## src/rtl/imem_loader.sv

```systemverilog
// imem_loader: boot-time loader that turns a byte stream (base, count, words,
// checksum) into instruction-memory writes and holds the core in reset until
// the image has been verified.
module imem_loader #(
  parameter int ADDR_W = 8
) (
  input  logic              clk,
  input  logic              reset,
  input  logic              load_start,
  input  logic [7:0]        s_data,
  input  logic              s_valid,
  output logic              s_ready,
  output logic              imem_we,
  output logic [ADDR_W-1:0] imem_waddr,
  output logic [31:0]       imem_wdata,
  output logic              core_reset,
  output logic [31:0]       start_pc,
  output logic              load_done,
  output logic              load_err
);

  typedef enum logic [2:0] {
    HDR_ADDR,
    HDR_CNT,
    DATA,
    CSUM,
    RUN,
    ERR
  } state_t;

  localparam logic [32:0] DEPTH = 33'(1) << ADDR_W;

  state_t      state;
  logic [1:0]  bcnt;
  logic [23:0] sh;
  logic [31:0] base;
  logic [31:0] num;
  logic [31:0] idx;
  logic [7:0]  sum;
  logic        rdy;
  logic        we;

  logic        accept;
  logic [31:0] word;
  logic [7:0]  sum_nxt;
  logic [32:0] span;

  // A restart or reset in the current cycle blocks the byte and any pending write.
  assign s_ready = rdy & ~load_start & ~reset;
  assign imem_we = we & ~load_start & ~reset;
  assign accept  = s_valid & s_ready;
  assign word    = {sh, s_data};
  assign sum_nxt = sum + s_data;
  assign span    = {1'b0, base} + {1'b0, word};

  // Load FSM with field assembly, running checksum and registered outputs.
  always_ff @(posedge clk) begin
    if (reset) begin
      state      <= HDR_ADDR;
      bcnt       <= 2'd0;
      idx        <= 32'd0;
      sum        <= 8'd0;
      rdy        <= 1'b0;
      we         <= 1'b0;
      imem_waddr <= '0;
      imem_wdata <= 32'd0;
      core_reset <= 1'b1;
      start_pc   <= 32'd0;
      load_done  <= 1'b0;
      load_err   <= 1'b0;
    end else if (load_start) begin
      state      <= HDR_ADDR;
      bcnt       <= 2'd0;
      idx        <= 32'd0;
      sum        <= 8'd0;
      rdy        <= 1'b0;
      we         <= 1'b0;
      core_reset <= 1'b1;
      load_done  <= 1'b0;
      load_err   <= 1'b0;
    end else begin
      we <= 1'b0;
      if (state == HDR_ADDR || state == HDR_CNT || state == DATA || state == CSUM)
        rdy <= 1'b1;
      if (accept) begin
        sum  <= sum_nxt;
        sh   <= {sh[15:0], s_data};
        bcnt <= 2'(bcnt + 2'd1);
        case (state)
          HDR_ADDR: begin
            if (bcnt == 2'd3) begin
              base  <= word;
              state <= HDR_CNT;
            end
          end
          HDR_CNT: begin
            if (bcnt == 2'd3) begin
              num <= word;
              // 33-bit span check: the image must fit without wrapping.
              if (word != 32'd0 && span <= DEPTH) begin
                state <= DATA;
              end else begin
                state    <= ERR;
                rdy      <= 1'b0;
                load_err <= 1'b1;
              end
            end
          end
          DATA: begin
            if (bcnt == 2'd3) begin
              we         <= 1'b1;
              imem_waddr <= base[ADDR_W-1:0] + idx[ADDR_W-1:0];
              imem_wdata <= word;
              idx        <= idx + 32'd1;
              if (idx == num - 32'd1)
                state <= CSUM;
            end
          end
          CSUM: begin
            rdy <= 1'b0;
            if (sum_nxt == 8'd0) begin
              state      <= RUN;
              core_reset <= 1'b0;
              load_done  <= 1'b1;
              start_pc   <= 32'(base[ADDR_W-1:0]);
            end else begin
              state    <= ERR;
              load_err <= 1'b1;
            end
          end
          default: begin
          end
        endcase
      end
    end
  end

endmodule

```

## config.mk

```make
export PLATFORM = sky130hd
export DESIGN_NAME = imem_loader
export DESIGN_NICKNAME = d
export VERILOG_FILES = /design/src/rtl/imem_loader.sv
export SDC_FILE = /design/constraint.sdc
export NUM_CORES = 1
export LEC_CHECK = 0
export ABC_AREA = 1
export BUFFER_PORTS_ARGS = -buffer_cell sky130_fd_sc_hd__buf_2
export CAP_MARGIN = 25
export CORE_UTILIZATION = 46
export CTS_BUF_LIST = sky130_fd_sc_hd__clkbuf_4
export CTS_CLUSTER_SIZE = 28
export DETAILED_ROUTE_END_ITERATION = 6
export PLACE_DENSITY = 0.74
export SLEW_MARGIN = 20
export SYNTH_ARGS = -nofsm -noshare
export SYNTH_HDL_FRONTEND = slang
export SYNTH_SLANG_ARGS = --single-unit
```

## constraint.sdc

```tcl
create_clock -name clk -period 5.5 [get_ports clk]
set_clock_uncertainty 0.05 [all_clocks]
set_input_delay 1.1 -clock clk [delete_from_list [all_inputs] [get_ports clk]]
set_output_delay 1.1 -clock clk [all_outputs]
set_load 0.01 [all_outputs]
```

==> out/metrics.cfg <==
[synthesis]
synth.distinct_cells = 45
synth_top_area_share_pct = 22.5
ys_top_cells_by_area = edfxtp_1 (22%), dfxtp_1 (17%), nand2_1 (14%)
yosysMostFrequentCell = nand2_1
ys_seq_elements = 186
yosys_warnings = 0
syn_avg_cell_area_um2 = 7.01
synth-async-reset-ratio_pct = 0
syn-cell-area_um2 = 11800
synthCells = 1680
synth_common_cells = nand2_1 (451), nor2_1 (265), inv_1 (246), nand3_1 (109), dfxtp_1 (98)
yosysSeqAreaShare_pct = 39.1
synth_top_flop_cell = dfxtp_1
yosys.area.top_type = edfxtp_1
synth_edf_count = 88

[power_and_ir_drop]
power_leakage_nw = 5.82
power_mw = 2.38
p_per_area_nw_per_um2 = 188
irDropWorstVdd_v = 0.000163

[critical_path]
timing.critical_path.fanout_max = 9
cp-end-kind = flip-flop
critical_path.startpoint = s_data[0]
reg2reg_depth = 17
arrival_ns = 3.79
critical_path_class = in -> reg
cp.required_ns = 5.96
rr_startpoint = base[0]$_DFFE_PP_
startpoint_type = primary input

[cts]
cts.clk_slew.worst_paths_ns = 0.19
clock_latency_ns = 0.61
numCtsBuffers = 17
ctsResizeCount = 0
htreeDepth = 4
cts_tree = yes
clockBufferDepth = 2
root_buffer = clkbuf_4
cts_sinks = 186
cts_hold_buf = 0
post_cts_buffers = 0

[routing]
vias_per_cell = 5.17
drtPass1Iterations = 7
drtIter0Drc = 785
drc = 1
wl_mm = 32.2
vias = 10817
antenna_left = 0
wire_per_inst_um = 15.4

[finish]
seqCellArea_um2 = 4600
area_delta_synth_final_pct = 7.91
final_layout_size_suffix_gt1_share_pct = 7.55
multiInputGateArea_um2 = 6070
nNetsFinal = 1812
num-fill-cells = 2469
final_cell_area_um2 = 12700

[floorplan]
rows = 58
initial_core_util_pct = 46.9
die_w_um = 162
die_h_um = 162
ios = 89
core_area_um2 = 25100
die_area_um2 = 26200

[run_status]
outcome = complete, but fails checks
violations = design-rule violations

[timing]
period_share_pct = 60.7
setup_viol = 0
hold_violations = 0
fmax_ghz = 0.300
timing.hold.ws_ns = 0.441
tns_ns = 0
fin_crit_ns = 3.34
worst_pin_slew_ns = 0.932
slew_headroom_pct = 37.8
drv_slew = 0
rsz0062_at_grt = no

[worst_hold_path]
min_delay_path_depth = 2
min_from = sum[6]$_SDFFE_PP0P_
hold_class = reg -> reg

[placed_design]
place.gp.congestion = 0.937
numPortBuffers = 64
dp_hpwl_mm = 25.2
dpl_cell_area_um2 = 12400

[global_routing]
grt_antenna_before_repair = 1
grt_pass1_wl_mm = 51.2
grt_pass1_vias = 10046
grt.overflow.total = 0
grt_max_degree = 49
track_usage_pct = 25.2

[run]
cap_violations = 0

## power by group
group / internal [mW] / total [mW] / switching (mW)
clock network: 0.252 / 0.813 / 0.561
logic: 0.0335 / 0.121 / 0.0872
registers: 1.44 / 1.45 / 0.00462
## per-layer routing
metal  GRT usage (%)  vias to the layer above  share of wire (%)
met5               0                        -                  0
met3            3.06                       55                6.4
li1                -                     5470                  -
met4            9.95                        0                3.2
met1            33.8                     4895                 46
met2            41.2                      397                 45
## cells in the final DEF, fill, tap and decap left out, drive strengths merged, types with 3 or more instances in the layout
master	n
a21boi	3
a21oi	67
and3	5
buf	72
clkbuf	17
clkinv	6
conb	24
dfxtp	98
edfxtp	88
fa	3
ha	49
inv	253
nand2	453
nand3	113
nand3b	12
nand4	23
nor2	276
nor3	33
nor4	6
o21a	4
o21ai	89
o21bai	3
or2	4
xnor2	13
xor2	31
## kinds of logic after synthesis
| kind of cell | after synthesis | share of synthesized area, % |
|---|---|---|
| flops | 186 | 39.1 |
| compound gates | 175 | 7.86 |
| buf+inv | 292 | 10.1 |
| fa+ha+maj | 52 | 5.72 |
| xor+xnor | 46 | 3.66 |
| simple gates | 928 | 33.5 |
| other cells | 1 | 0.0319 |
## layout make-up
cell class / instances / area share, %
antenna: 1 / 0.0197
clock inverter: 15 / 1.41
sequential: 186 / 36.3
tap: 330 / 3.25
timing repair buffer: 72 / 2.99
inverter: 246 / 7.27
multi-input combinational: 1225 / 47.8
clock buffer: 17 / 1.00
## critical path, cell delays in order
cell	delay (ns)
buf_2	0.18
ha_1	0.21
inv_1	0.06
fa_1	0.40
o21ai_0	0.33
a21oi_1	0.13
o21ai_0	0.21
xor2_1	0.16
nor3_1	0.24
nand4_1	0.45
nor2_1	0.25
nor2_1	0.07
## flip-flops by register name (all words and copies together) (netlist names), 2 cells and up
| name | count |
|---|---|
| start_pc | 8 |
| imem_wdata | 32 |
| sum | 8 |
| base | 32 |
| bcnt | 2 |
| imem_waddr | 8 |
| state | 3 |
| idx | 32 |
| sh | 24 |
| num | 32 |
## worst paths after layout
kind | end | slack [ns]
hold reg to reg | sum[6]$_SDFFE_PP0P_ | 0.44
setup / recovery | start_pc[7]$_SDFFE_PP0P_ | 2.16
setup reg to reg | state[1]$_SDFFE_PP0P_ | 2.31
hold / removal | sum[6]$_SDFFE_PP0P_ | 0.44
## through the flow
step	instances	utilization (%)	worst slack (ns)
6_report	2092	50.6	2.16
2_1_floorplan	1703	-	0.748
3_5_place_dp	2059	49.4	1.57
4_1_cts	2091	50.6	2.19
3_3_place_gp	2059	49.4	1.64
5_1_grt	2092	50.6	1.93
Power figures use the tool's default switching activity.
